**src/rtl/v_issue_ctrl.sv**
```systemverilog
// Single-issue sequencer: decoder -> one functional unit or CSR -> writeback.
// Optional WAIT watchdog enabled by V_ISSUE_TIMEOUT_EN.
module v_issue_ctrl #(
  parameter int TIMEOUT_CYC = 255
) (
  input  logic       clk,
  input  logic       nrst,
  input  logic       instr_valid,
  output logic       instr_ready,
  input  logic [2:0] unit_sel,
  input  logic       v_wr_req,
  input  logic       x_wr_req,
  input  logic [4:0] vd_in,
  output logic [5:0] unit_start,
  input  logic [5:0] unit_done,
  output logic       csr_wr_en,
  output logic       v_wb_en,
  output logic       x_wb_en,
  output logic [4:0] wb_vd,
  output logic       busy,
  output logic       err
);

  typedef enum logic [1:0] {
    IDLE  = 2'd0,
    ISSUE = 2'd1,
    WAIT  = 2'd2,
    WB    = 2'd3
  } state_t;

  localparam logic [2:0] SEL_NONE  = 3'd0;
  localparam logic [2:0] SEL_STORE = 3'd6;
  localparam logic [2:0] SEL_CFG   = 3'd7;

  function automatic logic [5:0] f_onehot(input logic [2:0] s);
    case (s)
      3'd1:    f_onehot = 6'b000001;
      3'd2:    f_onehot = 6'b000010;
      3'd3:    f_onehot = 6'b000100;
      3'd4:    f_onehot = 6'b001000;
      3'd5:    f_onehot = 6'b010000;
      3'd6:    f_onehot = 6'b100000;
      default: f_onehot = 6'b000000;
    endcase
  endfunction

  state_t     r_state;
  state_t     w_state_n;
  logic [2:0] r_sel;
  logic       r_v;
  logic       r_x;
  logic [4:0] r_vd;
  logic [5:0] r_start;
  logic       r_csr;
  logic       r_vwb;
  logic       r_xwb;
  logic [5:0] w_start_n;
  logic       w_csr_n;
  logic       w_err_n;
  logic       w_accept;
  logic       w_done;
  logic       w_wr;
  logic       w_timeout;

  assign w_accept = instr_valid && (r_state == IDLE);
  assign w_done   = |(unit_done & f_onehot(r_sel));
  // STORE never writes back even if a write flag leaks through
  assign w_wr     = (r_v || r_x) && (r_sel != SEL_STORE);

`ifdef V_ISSUE_TIMEOUT_EN
  localparam int CW = (TIMEOUT_CYC > 255) ? 16 : 8;
  logic [CW-1:0] r_cnt;
  logic          r_err;

  assign w_timeout = (r_cnt == CW'(TIMEOUT_CYC - 1));

  always_ff @(posedge clk or negedge nrst) begin
    if (!nrst) begin
      r_cnt <= '0;
      r_err <= 1'b0;
    end else begin
      r_cnt <= (r_state == WAIT) ? r_cnt + CW'(1) : '0;
      r_err <= w_err_n;
    end
  end

  assign err = r_err;
`else
  logic w_unused_timeout;
  assign w_unused_timeout = ^TIMEOUT_CYC;
  assign w_timeout = 1'b0;
  assign err       = 1'b0;
`endif

  always_comb begin
    w_state_n = r_state;
    w_start_n = 6'b0;
    w_csr_n   = 1'b0;
    w_err_n   = 1'b0;
    unique case (r_state)
      IDLE: begin
        if (w_accept && unit_sel != SEL_NONE) begin
          w_state_n = ISSUE;
          if (unit_sel == SEL_CFG) w_csr_n = 1'b1;
          else w_start_n = f_onehot(unit_sel);
        end
      end
      ISSUE: begin
        if (r_sel == SEL_CFG) w_state_n = IDLE;
        else if (w_done) w_state_n = w_wr ? WB : IDLE;
        else w_state_n = WAIT;
      end
      WAIT: begin
        if (w_done) begin
          w_state_n = w_wr ? WB : IDLE;
        end else if (w_timeout) begin
          w_state_n = IDLE;
          w_err_n   = 1'b1;
        end
      end
      WB: w_state_n = IDLE;
      default: w_state_n = IDLE;
    endcase
  end

  always_ff @(posedge clk or negedge nrst) begin
    if (!nrst) begin
      r_state <= IDLE;
      r_sel   <= 3'b0;
      r_v     <= 1'b0;
      r_x     <= 1'b0;
      r_vd    <= 5'b0;
      r_start <= 6'b0;
      r_csr   <= 1'b0;
      r_vwb   <= 1'b0;
      r_xwb   <= 1'b0;
    end else begin
      r_state <= w_state_n;
      r_start <= w_start_n;
      r_csr   <= w_csr_n;
      r_vwb   <= (w_state_n == WB) && r_v;
      r_xwb   <= (w_state_n == WB) && r_x;
      if (w_accept && unit_sel != SEL_NONE) begin
        r_sel <= unit_sel;
        r_v   <= v_wr_req;
        r_x   <= x_wr_req;
        r_vd  <= vd_in;
      end
    end
  end

  assign instr_ready = (r_state == IDLE);
  assign busy        = (r_state != IDLE);
  assign unit_start  = r_start;
  assign csr_wr_en   = r_csr;
  assign v_wb_en     = r_vwb;
  assign x_wb_en     = r_xwb;
  assign wb_vd       = r_vd;

endmodule

```
**config.mk**
```make
export PLATFORM = sky130hd
export DESIGN_NAME = v_issue_ctrl
export DESIGN_NICKNAME = d
export VERILOG_FILES = /design/src/rtl/v_issue_ctrl.sv
export SDC_FILE = /design/constraint.sdc
export NUM_CORES = 1
export LEC_CHECK = 0
export BUFFER_PORTS_ARGS = -buffer_cell sky130_fd_sc_hd__clkbuf_2
export CAP_MARGIN = 40
export CORE_ASPECT_RATIO = 1.5
export CORE_MARGIN = 2
export CORE_UTILIZATION = 45
export CTS_CLUSTER_SIZE = 28
export DETAILED_ROUTE_END_ITERATION = 10
export PLACE_DENSITY = 0.75
export SETUP_SLACK_MARGIN = 0.2
export SLEW_MARGIN = 15
export SYNTH_ARGS = -nofsm -noshare
export SYNTH_HDL_FRONTEND = slang
export SYNTH_SLANG_ARGS = --single-unit
```
**constraint.sdc**
```tcl
create_clock -name clk -period 1.8 [get_ports clk]
set_input_delay 0.18 -clock clk [delete_from_list [all_inputs] [get_ports clk]]
set_output_delay 0.18 -clock clk [all_outputs]
set_load 0.02 [all_outputs]
```
### Word-level counts from Yosys, hierarchy flattened

Index checks and enable logic that the tools add are counted.

* flip-flop bits (word level): 21
* latch bits: 0
* RAM bits: 0
* memory bits (read-only): 0
* input port bits: 19
* memories kept: 0

* add/subtract/negate cells: 0
* multipliers: 0
* divide/modulo/power cells: 0
* magnitude comparators: 0
* equal/unequal tests: 19
* shifts and indexed selects: 0
* mux-type cells: 14
* bitwise operators: 1
* reduce and logical (&&, ||, !) cells: 10

Operator list (count)
* $pmux W6 S6: 2
* $eq A3 B3 Y1 const B: 8
* $mux W6: 3
* $eq A3 B2 Y1 const B: 4
* $mux W2: 5
* $pmux W2 S4: 1
* $and A6 B6 Y6: 1
* $eq A2 B2 Y1 const B: 3
* $eq A3 B1 Y1 const B: 2
* $reduce_or A6 Y1: 1
* $logic_and A1 B1 Y1: 5
* $mux W1: 3
* $ne A3 B3 Y1 const B: 1
* $reduce_bool A3 Y1: 1
* $eq A2 B1 Y1 const B: 1
* $logic_not A2 Y1: 1
* $reduce_bool A2 Y1: 1
* $logic_or A1 B1 Y1: 1

### Depth between registers and ports, before layout

Gate-level depths: netlist (run 1).

* depth after elaboration: 9
* mapped depth: 4

### Least setup slack after synthesis (run 1)

No wires, ideal clock.

* path kind: register to register
* from: reg r_state[1]
* to: reg r_sel[1]
* arrival: 1.426 ns
* required time: 1.675 ns
* setup slack: 0.249 ns
* stages on the path, launching flop included: 5
* path buffers: 1
* clock period less this slack: 1.551 ns
* cell sequence: dfrtp_1 or3b_1 buf_2 nor2_4 mux2_2

* cells in the longest elaborated chain, start to end: 3

Ends and longest elaborated chain
* start: declaration: RTL line 47 `state_t r_state;`
* start signal: assignment: RTL line 138 `r_state <= w_state_n;`
* $logic_not A2 Y1: RTL line 65 `assign w_accept = instr_valid && (r_state == IDLE);`
* $logic_and A1 B1 Y1: RTL line 65
* $logic_and A1 B1 Y1: RTL line 143 `if (w_accept && unit_sel != SEL_NONE) begin`
* end signal: assignment: RTL line 144 `r_sel <= unit_sel;`
* end: declaration: RTL line 49 `logic [2:0] r_sel;`

No other way between the ends.
A chain may end at the register's enable or synchronous reset.

### Worst setup path in the final report (run 1)

* from: reg r_sel[0]
* to: reg r_vwb (netlist: v_wb_en)

* cells in the longest elaborated chain, start to end: 9
* elaborated cells between the ends (all ways): 19
* those cells by class: eq/ne: 9; mux: 6; bitwise: 1; reduce/logical: 3

Ends and longest elaborated chain
* $eq A3 B3 Y1 (tied with other cells): RTL line 36 `case (s)`
* $pmux W6 S6: RTL line 36
* $and A6 B6 Y6: RTL line 66 `assign w_done = |(unit_done & f_onehot(r_sel));`
* $reduce_or A6 Y1: RTL line 66
* $mux W2: RTL line 110 `else if (w_done) w_state_n = w_wr ? WB : IDLE;`
* $mux W2: RTL line 109 `if (r_sel == SEL_CFG) w_state_n = IDLE;`
* $pmux W2 S4 (*): RTL line 100 `unique case (r_state)`
* $eq A2 B2 Y1 (*): RTL line 141 `r_vwb <= (w_state_n == WB) && r_v;`
* $logic_and A1 B1 Y1 (*): RTL line 141
* end signal: assignment: RTL line 141
* end: declaration: RTL line 55 `logic r_vwb;`

Every way passes the cells marked *; elsewhere a longest branch is shown, timed or not.

==> results of run 1 <==
[cells by family (layout without fill, tap and decap cells)]
| logic type | count (synthesis) | after routing | synth area share [%] |
|---|---|---|---|
| AOI/OAI and AO/OA | 7 | 7 | 5.83 |
| buffers and inverters | 4 | 43 | 3.05 |
| DFF | 21 | 21 | 58.3 |
| muxes | 11 | 11 | 14.7 |
| other | 1 | 1 | 0.416 |
| and+or+nand+nor | 27 | 27 | 17.8 |
[power breakdown]
group / internal (mW) / switching [mW] / total, mW
combinational: 0.381 / 0.377 / 0.758
clock: 0.0862 / 0.132 / 0.218
sequential: 0.628 / 0.129 / 0.757
total: 1.09 / 0.638 / 1.73
[cells in the mapped netlist (all sizes together) (2+ instances only)]
library cell | number | share of area [%]
nand2b | 4 | 3.6
buf | 3 | 2.6
nand2 | 5 | 2.1
nor4b | 2 | 1.9
mux2i | 2 | 2.2
dfrtp | 21 | 58
nor2 | 5 | 2.9
nor2b | 2 | 1.4
nor3 | 5 | 2.8
mux2 | 8 | 10
[routing by layer]
layer | vias to the layer above | share of wire (%) | wire, um | global-route usage, %
met4 | 0 | 0.95 | 15 | 5.71
met3 | 2 | 5.3 | 84 | 2.26
met5 | - | 0 | 0 | 0
met1 | 315 | 38 | 606 | 19.9
met2 | 22 | 55 | 880 | 25.6
li1 | 325 | - | - | -
[registers in the layout, summed over array words and instances, names as in the netlist]
signal and cells:
unit_start 6, wb_vd 5, r_sel 3, r_state 2, csr_wr_en 1, r_v 1
r_x 1, v_wb_en 1, x_wb_en 1
[cells in the final DEF, fill, tap and decap left out]
master and instances:
clkbuf_2 34, dfrtp_1 20, mux2_2 8, nand2_1 5
nor3_1 5, nor2_1 4, nand2b_1 3, clkbuf_4 3
buf_4 3, mux2i_1 2, nor2b_1 2, nor4b_1 2
or2_2 1, inv_1 1, o22a_2 1, nand2b_4 1
mux4_2 1, nand3_1 1, a21oi_1 1, o21ba_2 1
nor3b_1 1, or3b_4 1, o22ai_1 1, o31ai_1 1
nor2_4 1, o21ai_0 1, a22o_1 1, conb_1 1
clkbuf_1 1, dlygate4sd3_1 1, dfrtp_2 1
[worst max-delay path: cells and delay by family (launching register included)]
| kind | cells | cell delay (ns) |
|---|---|---|
| and+or+nand+nor | 2 | 0.45 |
| DFF | 1 | 0.48 |
| muxes | 1 | 0.51 |
[final cells by class]
class	count	area [um2]
fill	172	717
timing repair buffer	38	203
inverter	1	3.75
sequential	21	527
clock buffer	4	26.3
tap	21	26.3
multi-input combinational	46	352
[worst max path at each step]
stage / startpoint / endpoint / slack, ns / cells past startpoint
after floorplan: r_state[1] / r_sel[1] / 0.25 / 4
after global placement: r_state[1] / wb_vd[4] / 0.18 / 3
after detailed placement: r_state[0] / wb_vd[4] / 0.14 / 3
after CTS: r_state[0] / wb_vd[4] / 0.22 / 3
after global routing: r_state[0] / wb_vd[0] / 0.19 / 3
final: r_sel[0] / v_wb_en / 0.25 / 3
[repair_timing]
| action | 4_1_cts | 5_1_grt |
|---|---|---|
| endpoints found under the setup margin | 8 | 10 |
| hold endpoints to repair | 21 | 0 |
| hold buffers | 1 | 0 |
| pin swaps | 1 | 2 |
| buffers inserted | 0 | 3 |
| resized for setup | 1 | 1 |
| cloned | 0 | 0 |
[metrics by stage]
step                      util [%]  hold WS [ns]  total power, mW  worst slack, ns  cells
after floorplan                  -        -0.116             1.29            0.249     71
after global placement        58.0         0.164             1.45            0.183    123
after detailed placement      58.0         0.173             1.48            0.144    123
after CTS                     60.1        0.0927             1.71            0.222    128
after global routing          61.3         0.101             1.86            0.190    131
final                         61.3         0.103             1.73            0.248    131
==> results.md, run 1 <==
* Critical Path RT at about 2 ns
* Max-slew headroom at around two thirds
* CTS tree: built
* Final number of setup-violating endpoints at 0
* Top FF cell, synth: dfrtp_1
* Slowest cell on crit path: mux4_2
* Grt ovf at 0
* Number of port buffers at 34
* Post-synthesis async set-or-reset flop share at 100%
* DR DRC count at 0
* Cells after Synth at 71
* Lkg Pwr at 0.570 nW
* Worst hold path class: in2reg
* Gr usage total at between 15 and 20%
* WP data arrival at between 1.5 and 2 ns
* Vias in the first global route at between 600 and 700
* F_max at about 640 MHz
* DP Area at 1070 um2
* Unrepaired setup endpoints after global routing: true
* Initial Util at approximately 49%
* # IOs at 36
* Vias at 664
* Post-DRT Antenna Nets at 0
* Hold Path Sink: unit_start[2]
* Yosys warning total at 0
* Status: finished clean
* Final WL at approximately 1600 um
* Total CTS buffers at 3
* Syn_area_per_cell at 12.7 um2
* Largest net degree at the start of global routing at 22
* Ant diodes at 0
* Setup Skew at a little over 0.004 ns
* Initial antenna violation count at 0
* WL/cell at 12.1 um
* Synthesized net count at 90
* # Max-Cap Violations at 0
* Max incr delay on CP at approximately 0.5 ns
* Critical path launch point type: flop
* Hold path start: unit_sel[2]
* Layout cells sized above 1 at 50.9%
* Die Span Y at 58.8 um
* Routability cong. at 0.720
* Worst-path clk slew at 0.11 ns
* Die width at about 41 um
* Worst Reg-to-Reg Cells at 3
* Syn-to-layout area delta at 26.1%
* Post-Syn Area at between 900 and 1000 um2
* FF-to-FF End: v_wb_en
* WS Path Type: reg2reg
* Hold Crit Depth at 2
* Clock Path Buffers at 2
* Final net count at 130
* Reg2Reg Setup Slack at approximately 0.25 ns
* Crit Path Max Fanout at 8
* Die ar. at about 2400 um2
* Reg2reg start: r_sel[0]
* Crit. End Element: flop
* CTS root buf: clkbuf_4
* Core area at 1850 um2
* VDD IR max at ~890 uV
* Power per cell area at 1520 nW/um2
* #FFs+latches synth at 21
* HPWL after DPL at 1210 um
* Global-route wire length before repair at 2590 um
* Post-route clock period utilization at 86.2%
* Drt first pass iters at 3
* Crit-path cells: nand2b_4 > mux4_2 > nor4b_1
* DRT iter0 DRCs at 4
* Clk sinks at 21
* Max-slew violations at 0
* H-tree depth at 1
* Post-synth EDFFs at 0
* Sequential area share after synthesis at between 50% and 60%
* Final instance area at 1140 um2
* Final Hold Vio Count at 0
* Setup TNS Final at 0 ns
* Distinct cell type count after synthesis at 28
* Skew-Pair Late Insertion Delay at ~0.30 ns
* Via density at 5.07
* Core Rows at 19
* Tmin final at 1.55 ns
* Worst slew pin tran at 0.501 ns
Power figures use the tool's default switching activity.
==> run 2, diff against run 1 <==
Settings changed: CORE_MARGIN 2 to 5, CTS_BUF_LIST set to sky130_fd_sc_hd__clkbuf_16, GPL_TIMING_DRIVEN set to 0.
==> run 2 against run 1 <==
Against the previous run: via count grew 4.2%; utilization grew 6.8 points; maximum frequency shrank 2.9%; sequential power shrank 2%; count of clock-buffer cells in the layout shrank 1; wire length grew 23%; flip-flop and latch count is the same; worst hold slack gained 0.054 ns; clock skew shrank 0.0023 ns; combinational power grew 26%.
==> results.md, run 2 (synthesis gave the netlist of run 1 again) <==
* Status: finished clean (unchanged)
* Critical Path RT at 1.94 ns (was 1.98 ns)
* Commonest non-fill, non-tap cell in the layout: clkbuf_2 (unchanged)
* HPWL after DPL at 1400 um (was 1210 um)
* DR DRC count at 0 (unchanged)
* Final WL at 1950 um (was 1590 um)
* Core Rows at 19 (unchanged)
* Clk sinks at 21 (unchanged)
* Final instance area at 1280 um2 (was 1140 um2)
* Logic gate share of total power at 44.4% (was 43.7%)
* Setup ws final at 0.203 ns (was 0.248 ns)
* Global-route wire length before repair at 2990 um (was 2590 um)
* Post-route clock period utilization at 88.7% (was 86.2%)
* Grt ovf at 0 (unchanged)
* Layout cells sized above 1 at 52.6% (was 50.9%)
* DP Area at 1100 um2 (was 1070 um2)
* Internal power at 1.42 mW (was 1.09 mW)
* Post-DRT Antenna Nets at 0 (unchanged)
* VDD IR max at 1060 uV (was 893 uV)
* P_sw at 726 uW (was 638 uW)
* WL/cell at 14.4 um (was 12.1 um)
* Tmin final at 1.60 ns (was 1.55 ns)
* Worst-path clk slew at 0.05 ns (was 0.11 ns)
* F_max at 626 MHz (was 645 MHz)
* Hold Slack at 0.157 ns (was 0.103 ns)
* Crit Path Max Fanout at 8 (unchanged)
* Critical path launch point type: flop (unchanged)
* Setup Skew at 0.00182 ns (was 0.00407 ns)
* Ant diodes at 0 (unchanged)
* Switch share at 33.7% (was 36.8%)
* Final number of setup-violating endpoints at 0 (unchanged)
* Final Hold Vio Count at 0 (unchanged)
* WP data arrival at 1.73 ns (was 1.74 ns)
* DRT iter0 DRCs at 5 (was 4)
* Core area at 1880 um2 (was 1850 um2)
* Via density at 5.13 (was 5.07)
* Skew-Pair Late Insertion Delay at 0.25 ns (was 0.30 ns)
* Setup TNS Final at 0 ns (unchanged)
* Initial Util at 48.0% (was 48.7%)
* Initial antenna violation count at 0 (unchanged)
* Most frequent cells in the layout: clkbuf_2 (34), dfrtp_1 (21), mux2_4 (8), nand2_1 (5), nor3_1 (5) (was clkbuf_2 (34), dfrtp_1 (20), mux2_2 (8), nand2_1 (5), nor3_1 (5))
* Unrepaired setup endpoints after global routing: true (unchanged)
* Gr usage total at 13.7% (was 15.6%)
* H-tree depth at 1 (unchanged)
* Largest net degree at the start of global routing at 22 (unchanged)
* Final core occ at 68.1% (was 61.3%)
* Final net count at 134 (was 130)
* Worst slack, placed at 0.126 ns (was 0.144 ns)
* Worst hold path class: in2reg (unchanged)
* Die width at 46.6 um (was 40.6 um)
* Seq pwr share at 34.4% (was 43.7%)
* Syn-to-layout area delta at 41.7% (was 26.1%)
* Lkg Pwr at 0.655 nW (was 0.570 nW)
* Clk pwr share at 21.2% (was 12.6%)
* Clock Path Buffers at 2 (unchanged)
* Total power draw at 2.15 mW (was 1.73 mW)
* Non-Filler Instances at 135 (was 131)
* # Max-Cap Violations at 0 (unchanged)
* Power per cell area at 1680 nW/um2 (was 1520 nW/um2)
* Crit. End Element: flop (unchanged)
* Die Span Y at 64.8 um (was 58.8 um)
* WS Path Type: reg2reg (unchanged)
* Drt first pass iters at 4 (was 3)
* Number of port buffers at 34 (unchanged)
* CTS tree: built (unchanged)
* Max-slew violations at 0 (unchanged)
* Max reg flops at 6 (unchanged)
* Cells after DPL at 126 (was 123)
* Vias in the first global route at 691 (was 621)
* # IOs at 36 (unchanged)
* Total CTS buffers at 3 (unchanged)
* Vias at 692 (was 664)
* Routability cong. at 0.673 (was 0.720)
* Die ar. at 3020 um2 (was 2390 um2)
* CTS root buf: clkbuf_16 (was clkbuf_4)
-- run 2: changes by cell type in the layout (fill, tap and decap cells not counted), sizes merged --
cell,before,now
clkbuf,38,37
inv,1,2
buf,3,7
-- run 2: repair_timing --
item                                   4_1_cts  5_1_grt
pin swaps                                    1        2
setup endpoints to repair                    8       10
hold buffers                                 1        0
setup buffers                                1        3
resized for setup                            1       11
endpoints found under the hold margin       21        0
-- run 2: worst paths after layout --
path,startpoint,cells after the start,end,slack (ns)
worst max-delay path,r_state[0],5,wb_vd[0],0.20
worst min-delay path,unit_sel[2],2,unit_start[1],0.16
worst max register to register,r_state[0],5,wb_vd[0],0.20
worst min register to register,wb_vd[3],1,wb_vd[3],0.52
max in group asynchronous,nrst,2,r_state[1],1.04
min in group asynchronous,nrst,2,wb_vd[4],0.43
-- run 2: cell type report --
class                   instances  area [um2]
fillers                       152         599
flip-flops and latches         21         526
multi-input cells              46         392
repair buffers                 39         223
clock buffers                   3        75.1
plain buffers                   3        30.0
well taps                      21        26.3
clock inverters                 1        3.75
inverters                       1        3.75
-- run 2: per-layer routing --
metal | up-vias | routed length (um) | track usage [%]
li1 | 331 | - | -
met1 | 335 | 701 | 15.2
met2 | 21 | 1100 | 23.1
met3 | 5 | 114 | 3.88
met4 | 0 | 33 | 6.41
met5 | - | 0 | 0
-- run 2: power by group through the flow --
stage,Combinational [mW],Sequential (mW),Clock (mW)
finish,0.955,0.740,0.456
CTS,0.800,0.737,0.465
detailed placement,0.772,0.750,0
global route,1.03,0.766,0.483
floorplan,0.473,0.820,0
global placement,0.751,0.735,0
-- run 2: worst max-delay path, cell delays in order (launching register included) --
cell	delay, ns
dfrtp_1	0.40
or3b_1	0.39
buf_6	0.13
nor2_4	0.12
buf_12	0.14
mux2_4	0.30
